## config.mk

```make
export PLATFORM = sky130hd
export DESIGN_NAME = add_seq_ctrl
export DESIGN_NICKNAME = d
export VERILOG_FILES = /design/src/rtl/add_seq_ctrl.sv
export SDC_FILE = /design/constraint.sdc
export NUM_CORES = 1
export LEC_CHECK = 0
export CORE_MARGIN = 3
export CORE_UTILIZATION = 40
export DETAILED_ROUTE_END_ITERATION = 6
export PLACE_DENSITY_LB_ADDON = 0.25
export SYNTH_ARGS = -nofsm -noshare
export SYNTH_HDL_FRONTEND = slang
export SYNTH_SLANG_ARGS = --single-unit
```

## constraint.sdc

```tcl
create_clock -name clk -period 2.2 [get_ports clk]
set_input_delay 0.22 -clock clk [delete_from_list [all_inputs] [get_ports clk]]
set_output_delay 0.22 -clock clk [all_outputs]
set_load 0.01 [all_outputs]
```

## src/rtl/add_seq_ctrl.sv

```systemverilog
// add_seq_ctrl: sequential WIDTH-bit adder built from one 2-bit adder slice.
// Operands are accepted on a valid/ready handshake and consumed two bits per
// cycle, LSB chunk first, with the carry held in a register between chunks.
// The result is presented on a second valid/ready handshake.
// Optional feature: define ADD_SEQ_SUB_EN to add a 'sub' input. When sub is
// set, the block computes a-b in two's complement (invert b, carry-in of 1).
module add_seq_ctrl #(
  parameter int WIDTH = 8
) (
  input  logic             clk,
  input  logic             rst,
  input  logic             start_valid,
  output logic             start_ready,
  input  logic [WIDTH-1:0] a,
  input  logic [WIDTH-1:0] b,
`ifdef ADD_SEQ_SUB_EN
  input  logic             sub,
`endif
  output logic             res_valid,
  input  logic             res_ready,
  output logic [WIDTH:0]   sum,
  output logic             busy
);

  localparam int CHUNKS = WIDTH / 2;
  localparam int CNT_W  = (CHUNKS > 1) ? $clog2(CHUNKS) : 1;
  localparam logic [CNT_W-1:0] LAST_CHUNK = CNT_W'(CHUNKS - 1);

  typedef enum logic [1:0] {IDLE, RUN, DONE} state_t;

  state_t             state_q;
  state_t             state_d;
  logic [WIDTH-1:0]   a_sh;
  logic [WIDTH-1:0]   b_sh;
  logic               carry;
  logic [CNT_W-1:0]   cnt;
  logic [WIDTH:0]     sum_q;
  logic [2:0]         slice;
  logic [WIDTH+1:0]   sum_shift;
  logic               accept;
  logic               last_chunk;
  logic [WIDTH-1:0]   b_load;
  logic               carry_init;

  // The 2+2+1 -> 3-bit slice adder shared by every chunk.
  function automatic logic [2:0] add_slice(input logic [1:0] x,
                                           input logic [1:0] y,
                                           input logic       cin);
    add_slice = {1'b0, x} + {1'b0, y} + {2'b00, cin};
  endfunction

  assign accept     = start_valid && (state_q == IDLE);
  assign last_chunk = (cnt == LAST_CHUNK);
  assign slice      = add_slice(a_sh[1:0], b_sh[1:0], carry);
  // New chunk enters at the top; after CHUNKS shifts the first chunk sits at bit 0.
  assign sum_shift  = {slice[1:0], sum_q[WIDTH-1:0]} >> 2;

`ifdef ADD_SEQ_SUB_EN
  assign b_load     = sub ? ~b : b;
  assign carry_init = sub;
`else
  assign b_load     = b;
  assign carry_init = 1'b0;
`endif

  // State register.
  always_ff @(posedge clk) begin
    if (rst) state_q <= IDLE;
    else     state_q <= state_d;
  end

  // Next-state decode.
  always_comb begin
    state_d = state_q;
    case (state_q)
      IDLE:    if (start_valid) state_d = RUN;
      RUN:     if (last_chunk)  state_d = DONE;
      DONE:    if (res_ready)   state_d = IDLE;
      default:                  state_d = IDLE;
    endcase
  end

  // Carry, chunk counter and result register; cleared on reset and on accept.
  always_ff @(posedge clk) begin
    if (rst) begin
      carry <= 1'b0;
      cnt   <= '0;
      sum_q <= '0;
    end else if (accept) begin
      carry <= carry_init;
      cnt   <= '0;
      sum_q <= '0;
    end else if (state_q == RUN) begin
      carry              <= slice[2];
      cnt                <= cnt + CNT_W'(1);
      sum_q[WIDTH-1:0]   <= sum_shift[WIDTH-1:0];
      if (last_chunk)
        sum_q[WIDTH]     <= slice[2];
    end
  end

  // Operand shift registers; only meaningful between accept and DONE.
  always_ff @(posedge clk) begin
    if (accept) begin
      a_sh <= a;
      b_sh <= b_load;
    end else if (state_q == RUN) begin
      a_sh <= a_sh >> 2;
      b_sh <= b_sh >> 2;
    end
  end

  // Output decode from state.
  always_comb begin
    start_ready = (state_q == IDLE) && !rst;
    res_valid   = (state_q == DONE);
    busy        = (state_q != IDLE);
    sum         = sum_q;
  end

endmodule
```

After elaboration in Yosys (flattened, before gate mapping)
Index checks and enable logic that the tools add are counted.

storage, ports and cells
  flip-flop bits (word level) = 30
  logic and storage cells = 33

cells by class
  mux-type cells = 8
  add/sub/neg operators = 3
  equality and inequality tests = 6
  reductions and logical operators = 9

operator list
  operator                                       count
  2-to-1 mux 8 bit                               4
  2-to-1 mux 2 bit                               3
  case mux 2 bit (3 select lines)                1
  == test 2 bit, second input constant           2
  != test 2 bit, second input constant           2
  nonzero test 2 bit                             2
  adder 2 x 2 -> 3 bit                           1
  adder 3 x 1 -> 3 bit                           1
  AND reduction 3 bit                            1
  adder 2 x 1 -> 2 bit, second input constant    1
  == test 2 x 1 -> 1 bit, second input constant  1
  logical AND 1 bit                              2
  zero test 2 bit                                1
  != test 2 x 1 -> 1 bit, second input constant  1
  AND reduction 2 bit                            1
  OR reduction 2 bit                             1
  zero test 1 bit                                1

Logic depth before layout (Yosys ltp)
Gate-level depths: netlist of run 1.

  word-level depth = 3
  depth in mapped cells = 5
  mapped depth without buffers = 4

Least setup slack after synthesis of run 1
OpenSTA, ideal clock, no wires.

  path type = reg-to-reg
  from = register state_q[0]
  to = register a_sh[0], enable pin
  stages on the path, launching flop included = 5
  data required time = 1.825 ns
  slack = 0.566 ns
  clock period less this slack = 1.634 ns
  arrival = 1.259 ns
  cell sequence = dfxtp_1 > nor3b_2 > buf_6 > buf_4 > nand2b_1

on the way
  longest elaborated chain between the ends = 3
  elaborated cells between the ends (all ways) = 4

ends and longest elaborated chain
  element                                  RTL line  text
  start, declared                          31        state_t state_q;
  start signal, assigned                   69        else state_q <= state_d;
  zero test 2 bit                          52        assign accept = start_valid && (state_q == IDLE);
  logical AND 1 bit                        52
  nonzero test 2 bit (no source line) (*)  -
  end signal, assigned                     108       a_sh <= a_sh >> 2;
  end, declared                            33        logic [WIDTH-1:0] a_sh;

Mark *: on every way between the ends. The rest lies on a longest branch, timed or not.
A chain may end at the register's enable or synchronous reset.

Worst setup path after layout of run 1
  from = register state_q[0]
  to = output port start_ready

on the way
  longest elaborated chain between the ends = 2

ends and longest elaborated chain
  element            RTL line  text
  zero test 2 bit    115       start_ready = (state_q == IDLE) && !rst;
  logical AND 1 bit  115
  end, declared      13        output logic start_ready,

No other way between the ends.

==> impl_metrics.tcl, run 1 <==
set metrics [dict create \
    status "finished, final reports clean" \
    register_area_um2 761 \
    vdd_ir_drop_max_v 0.000445 \
    relSlewSlack_pct 71.2 \
    cts_setup_buffers 0 \
    netlist_instances 105 \
    r2r_end "b_sh[1]" \
    drc 0 \
    synth_ff_type "edfxtp_1" \
    p_leak_uw 0.000612 \
    clock_sinks 30 \
    finalCritPeriodShare_pct 83.2 \
    cts_root_buf "clkbuf_4" \
    tightest_slew_ns 0.430 \
    drt_iter0_drc 30 \
    die_x_um 62.6 \
    holdBufCountCts 0 \
    reg2reg_from "state_q[0]" \
    ys_top_cells_by_count "16 x edfxtp_1, 14 x dfxtp_1, 14 x nand2_1, 12 x mux2_2, 9 x a21oi_1" \
    critical_path_required_ns 1.98 \
    final_core_util_pct 58.1 \
    fin_crit_ns 1.83 \
    via_per_inst 4.61 \
    setup_viol 0 \
    grt_pass1_wl_mm 3.59 \
    drt_wl_total_mm 2.16 \
    overflow 0 \
    first_pass_iters 2 \
    yosysMostFrequentCell "edfxtp_1" \
    arrival_ns 1.61 \
    core_area_mm2 0.00290 \
    slew_violations 0 \
    path_clk_slew_ns 0.08 \
    drive_gt1_share_pct 18.9 \
    synth_top_area_share_pct 37.5 \
    finalHoldViolations 0 \
    hp-start "sum[0]" \
    setup_tns_ns 0 \
    ctsResizeCount 0 \
    routedWlPerCell_um 11.6 \
    grt_pass1_vias 856 \
    start_util_pct 44.1 \
    finalNonFillerCells 185 \
    cap_violations 0 \
    syn_nets 128 \
    grt_max_degree 19 \
    multi_input_area_um2 449 \
    port_buffers 31 \
    syn_to_final_growth_pct 31.7 \
    hold_path.class "flop to flop" \
    io_pins 32 \
    hold_end "sum[0]" \
    ys_warn_count 0 \
    fin_worst_skew_ns 0.0112 \
    globalplace.congestion 0.686 \
    cts_tree "yes" \
    hold_depth 2 \
    worstSkewPairLatency_ns 0.33 \
    reg2reg_slack_ns 0.59 \
    antenna_found_initial 0 \
    drtAntennaViolNets 0 \
    antenna-diode-count 0 \
    yosysUniqueCellTypes 26 \
    ys_top_cells_by_area "edfxtp_1 38%, dfxtp_1 22%, mux2_2 11%" \
    grt_usage_pct 12.3 \
    synth_edf_count 16 \
    critical_path_class "flop to output port" \
    cts_max_level 2 \
    fin_nets 165 \
    rsz0062_at_grt "no" \
    cp-start-kind "flop" \
    reg2reg_depth 3 \
    synth_top_cell_by_area "edfxtp_1" \
    die_h_um 62.6 \
    cts_buffers 5 \
    ys_seq_area_share_pct 59.4 \
    netlist_area_mm2 0.00128 \
    crit_path_end_kind "output port" \
    max_freq_mhz 546 \
    powerDensity_mw_per_mm2 678 \
    ys_async_sr_fraction_pct 0 \
    rows 19 \
    avgSynthCellArea_um2 12.2 \
    fillers 273 \
    vias 853 \
    die_area_mm2 0.00392 \
    placed_cells_incl_taps 177 \
    critPathMaxFanout 5 \
    place.detailed.hpwl_mm 1.59 \
    clock_path_buffers 2 \
    ys_ff_latch 30 \
]
cell families after synthesis:
kind of cell             after synthesis  synth area share [%]
adder cells (fa/ha/maj)                3                  4.11
multiplexers                          12                  10.6
AND/OR/NAND/NOR                       32                  12.4
AO/OA/AOI/OAI                         14                  7.33
XOR/XNOR                               1                 0.684
buffers and inverters                 13                  5.47
flip-flops                            30                  59.4
cells in the final DEF (no fill, tap or decap), types with 2 or more instances in the layout:
cell,n
clkbuf_4,5
nand2_1,14
clkbuf_1,3
inv_1,7
nor2_1,7
mux2_2,12
clkdlybuf4s50_1,31
fa_1,2
edfxtp_1,16
dfxtp_1,14
buf_4,5
and2_1,4
a21oi_1,9
a211oi_2,2
report_power, final:
group | switching (µW) | internal (µW) | leakage [µW]
clock network | 175 | 127 | 0.0000265
registers | 13.8 | 646 | 0.000274
logic | 78.2 | 103 | 0.000312
total | 267 | 876 | 0.000612
layer usage:
| layer | up-vias | wire, µm | GRT usage [%] |
|---|---|---|---|
| li1 | 430 | - | - |
| met3 | 4 | 149 | 6.65 |
| met4 | 0 | 42 | 6.61 |
| met1 | 394 | 880 | 11.7 |
| met2 | 25 | 1080 | 20.9 |
| met5 | - | 0 | 0 |
critical path, stage by stage, from the launching register on:
cell	delay (ns)
dfxtp_1	0.34
or2_2	0.31
nor2_1	0.08
clkdlybuf4s50_1	0.55
area by class of cell:
| class | count | share of cell area, % |
|---|---|---|
| clock buffer | 8 | 2.90 |
| timing repair buffer | 36 | 20.6 |
| sequential | 30 | 45.1 |
| tap | 42 | 3.12 |
| inverter | 7 | 1.56 |
| multi-input combinational | 62 | 26.7 |
how the worst max path moves through the flow:
stage	start	endpoint	slack [ns]	cells past startpoint
3_5_place_dp	start_valid	b_sh[4]	0.27	4
5_1_grt	state_q[0]	start_ready	0.28	3
6_report	state_q[0]	start_ready	0.37	3
2_1_floorplan	state_q[0]	a_sh[0]	0.57	4
3_3_place_gp	start_valid	b_sh[5]	0.30	4
4_1_cts	state_q[0]	start_ready	0.34	3
through the flow:
| step | hold slack, ns | setup slack (ns) | cell area [µm²] | power [µW] |
|---|---|---|---|---|
| CTS | 0.465 | 0.341 | 1690 | 1160 |
| finish | 0.457 | 0.369 | 1690 | 1140 |
| global route | 0.494 | 0.278 | 1690 | 1210 |
| floorplan | 0.292 | 0.566 | 1280 | 786 |
| global placement | 0.442 | 0.299 | 1640 | 851 |
| detailed placement | 0.454 | 0.267 | 1640 | 858 |
sequential cells by signal, indices dropped and copies added (netlist names):
signal	flops
a_sh	8
state_q	2
carry	1
cnt	2
b_sh	8
sum	9
(Power assumes the default switching activity.)
==> run 2: changes to the inputs <==
clock period = 1.6 ns   (was 2.2 ns; I/O delays follow)
==> impl_metrics.tcl, run 2 (synthesis results as in run 1) <==
set metrics [dict create \
    cpMaxStageDelayCell "fa_2" \
    slew_violations 0 \
    drc 0 \
    power_uw 1640 \
    syn_to_final_growth_pct 35.3 \
    start_util_pct 44.1 \
    die_h_um 62.6 \
    via_per_inst 4.74 \
    worstSkewPairLatency_ns 0.33 \
    p_leak_uw 0.000639 \
    timing.hold.ws_ns 0.464 \
    cts_max_level 2 \
    cts_tree "yes" \
    final_area_mm2 0.00173 \
    finalCritPeriodShare_pct 93.7 \
    fin_nets 165 \
    fin_worst_skew_ns 0.00600 \
    drt_iter0_drc 33 \
    port_buffers 31 \
    core_area_mm2 0.00290 \
    slowest_delay_ns 0.54 \
    critical_path_class "flop to flop" \
    holdBufCountCts 0 \
    drive_gt1_share_pct 23.1 \
    clock_sinks 30 \
    grt_pass1_vias 868 \
    fin_crit_ns 1.50 \
    rows 19 \
    grt_usage_pct 13.1 \
    setup_viol 0 \
    hold_path.class "flop to flop" \
    cts_root_buf "clkbuf_4" \
    critPathMaxFanout 1 \
    cap_violations 0 \
    arrival_ns 1.71 \
    tightest_slew_ns 0.296 \
    setup_tns_ns 0 \
    vias 877 \
    drt_wl_total_mm 2.25 \
    place.detailed.hpwl_mm 1.65 \
    critical_path_required_ns 1.81 \
    relSlewSlack_pct 80.2 \
    powerDensity_mw_per_mm2 947 \
    cp-start-kind "flop" \
    status "finished, final reports clean" \
    first_pass_iters 4 \
    antenna-diode-count 0 \
    drtAntennaViolNets 0 \
    finalHoldViolations 0 \
    place_area_mm2 0.00166 \
    cts_buffers 5 \
    io_pins 32 \
    crit_path_end_kind "flop" \
    die_x_um 62.6 \
    vdd_ir_drop_max_v 0.000514 \
    hold_depth 2 \
    antenna_found_initial 0 \
    setup_slack_ns 0.101 \
    clock_path_buffers 2 \
    overflow 0 \
    max_freq_mhz 667 \
    dp_slack_ns -0.104 \
    cts_setup_buffers 0 \
    rsz0062_at_grt "no" \
    largest_reg_flops 9 \
    mostFrequentLayoutCell "clkdlybuf4s50_1" \
    routedWlPerCell_um 12.1 \
    crit_path_frequent_cell "fa_2" \
    die_area_mm2 0.00392 \
    path_clk_slew_ns 0.09 \
    layout_common_cells "28 x clkdlybuf4s50_1, 16 x edfxtp_1, 14 x nand2_1, 14 x dfxtp_1, 12 x mux2_2" \
    reg2reg_depth 4 \
    grt_pass1_wl_mm 3.91 \
    worstPathCellList "inv_1, fa_2, fa_2, a211oi_2" \
    grt_max_degree 19 \
    globalplace.congestion 0.707 \
]
## run 2: cell type report
type | instances | area [µm²]
fillers | 266 | 1170
repair buffers | 36 | 369
well taps | 42 | 52.6
clock inverters | 1 | 5.00
inverters | 7 | 26.3
clock buffers | 7 | 55.1
multi-input cells | 62 | 463
flip-flops and latches | 30 | 761
## run 2: what timing repair did
action | in CTS | in global routing
gates resized for setup | 5 | 1
cloned | 0 | 0
setup endpoints to repair | 4 | 2
pin swaps | 0 | 0
## run 2: worst max-delay path: cells and delay by family, from the launching register on
kind / cells / cell delay, ns
buf+inv: 1 / 0.06
flops: 1 / 0.35
compound gates: 1 / 0.06
fa+ha+maj: 2 / 0.92
## run 2: path summary, 6_finish.rpt
| kind | start | endpoint | slack (ns) |
|---|---|---|---|
| worst max-delay path | a_sh[0] | sum[7] | 0.10 |
| worst min-delay path | sum[0] | sum[0] | 0.46 |
| worst max register to register | a_sh[0] | sum[7] | 0.10 |
| worst min register to register | sum[0] | sum[0] | 0.46 |
## run 2: per-layer routing
| layer | vias up | GRT usage, % | routed length (µm) |
|---|---|---|---|
| met2 | 25 | 22.1 | 1210 |
| met5 | - | 0 | 0 |
| met1 | 412 | 14.0 | 840 |
| li1 | 435 | - | - |
| met3 | 5 | 4.32 | 141 |
| met4 | 0 | 8.26 | 52 |
## run 2: report_power, final
| part | internal (µW) | total [µW] | switching (µW) |
|---|---|---|---|
| logic | 154 | 269 | 115 |
| registers | 888 | 910 | 21.1 |
| clock network | 213 | 461 | 248 |
## run 2: metrics by stage
| stage | std cells | util [%] |
|---|---|---|
| after detailed placement | 177 | 57.4 |
| after global routing | 185 | 59.7 |
| after global placement | 177 | 57.4 |
| after floorplan | 105 | - |
| after CTS | 185 | 59.6 |
| final | 185 | 59.7 |
==> run 3: changes to the inputs <==
MAX_ROUTING_LAYER = met4   (was unset)
==> impl_metrics.tcl, run 3 (synthesis results as in run 1) <==
set metrics [dict create \
    status "finished, final reports clean" \
    critical_path_required_ns 1.44 \
    cts_root_buf "clkbuf_4" \
    dp_slack_ns -0.104 \
    io_pins 32 \
    max_freq_mhz 669 \
    worstPathCellList "or2_2, nor2_1, dlygate4sd2_1" \
    tightest_slew_ns 0.296 \
    drc 0 \
    port_buffers 31 \
    core_area_mm2 0.00290 \
    grt_pass1_vias 870 \
    clock_sinks 30 \
    fin_worst_skew_ns 0.00597 \
    path_clk_slew_ns 0.09 \
    die_area_mm2 0.00392 \
    drt_wl_total_mm 2.23 \
    vias 877 \
    drive_gt1_share_pct 23.1 \
    largest_reg_flops 9 \
    critPathMaxFanout 5 \
    layout_common_cells "28 x clkdlybuf4s50_1, 16 x edfxtp_1, 14 x nand2_1, 14 x dfxtp_1, 12 x mux2_2" \
    cp_num_buf_inv 1 \
    routedWlPerCell_um 12.0 \
    antenna-diode-count 0 \
    p_leak_uw 0.000639 \
    mostFrequentLayoutCell "clkdlybuf4s50_1" \
    cap_violations 0 \
    slowest_delay_ns 0.35 \
    vdd_ir_drop_max_v 0.000514 \
    start_util_pct 44.1 \
    final_core_util_pct 59.7 \
    die_h_um 62.6 \
    first_pass_iters 4 \
    setup_slack_ns 0.105 \
    rsz0062_at_grt "no" \
    via_per_inst 4.74 \
    cp-start-kind "flop" \
    relSlewSlack_pct 80.2 \
    slew_violations 0 \
    powerDensity_mw_per_mm2 947 \
    finalCritPeriodShare_pct 93.4 \
    place.detailed.hpwl_mm 1.65 \
    setup_viol 0 \
    die_x_um 62.6 \
    cts_buffers 5 \
    globalplace.congestion 0.715 \
    fin_nets 165 \
    worstSkewPairLatency_ns 0.32 \
    finalNonFillerCells 185 \
    antenna_found_initial 0 \
    rows 19 \
    finalHoldViolations 0 \
    cpMaxStageDelayCell "dfxtp_1" \
    placed_cells_incl_taps 177 \
    cts_max_level 2 \
    crit_path_end_kind "output port" \
    drt_iter0_drc 38 \
    clock_path_buffers 2 \
    fin_crit_ns 1.49 \
    overflow 0 \
    critical_path_class "flop to output port" \
    syn_to_final_growth_pct 35.3 \
    power_uw 1640 \
    grt_pass1_wl_mm 3.91 \
    grt_usage_pct 13.4 \
    arrival_ns 1.33 \
    critPathTopFamily "simple AND/OR/NAND/NOR gates" \
    grt_max_degree 19 \
    cts_tree "yes" \
    drtAntennaViolNets 0 \
    hold_path.class "flop to flop" \
]
-- run 3: cell counts in the layout (fill, tap and decap cells not counted) --
No cell type changed its count.
-- run 3: worst register-to-register path: stages, from the launching register on --
cell and delay, ns:
edfxtp_1 0.34, inv_1 0.06, fa_2 0.38, fa_2 0.54
a211oi_2 0.06
-- run 3: path summary, 6_finish.rpt --
kind,slack [ns],cells after the start,endpoint,from
max,0.11,3,start_ready,state_q[0]
max reg2reg,0.11,4,sum[7],a_sh[0]
min,0.46,2,sum[0],sum[0]
min reg2reg,0.46,2,sum[0],sum[0]
-- run 3: what timing repair did --
action	in CTS	in global routing
hold buffers	0	0
endpoints found under the setup margin	4	2
gates cloned	0	0
buffers inserted	0	0
gates resized for setup	5	1
-- run 3: cell type report --
type	count	area, µm²
Clock inverter	1	5.00
Inverter	7	26.3
Sequential cell	30	761
Multi-Input combinational cell	62	463
Fill cell	266	1170
Clock buffer	7	55.1
Tap cell	42	52.6
Timing Repair Buffer	36	369
-- run 3: per-layer routing --
metal	track usage, %	vias up	share of wire [%]
met2	22.2	28	54
met4	8.26	0	2.3
met5	-	-	0
met1	13.8	410	37
met3	4.32	5	6.6
li1	-	434	-
-- run 3: per-stage QoR --
step           instance area [µm²]  setup TNS, ns  hold WS [ns]
5_1_grt                       1730              0         0.461
3_5_place_dp                  1660          -1.09         0.456
4_1_cts                       1730              0         0.463
2_1_floorplan                 1280              0         0.232
3_3_place_gp                  1660         -0.790         0.443
6_report                      1730              0         0.464
-- run 3: power breakdown --
group / switching [µW] / leakage [µW] / internal, µW
sequential: 20.9 / 0.000274 / 888
combinational: 115 / 0.000330 / 154
clock: 248 / 0.0000353 / 213
total: 384 / 0.000639 / 1250
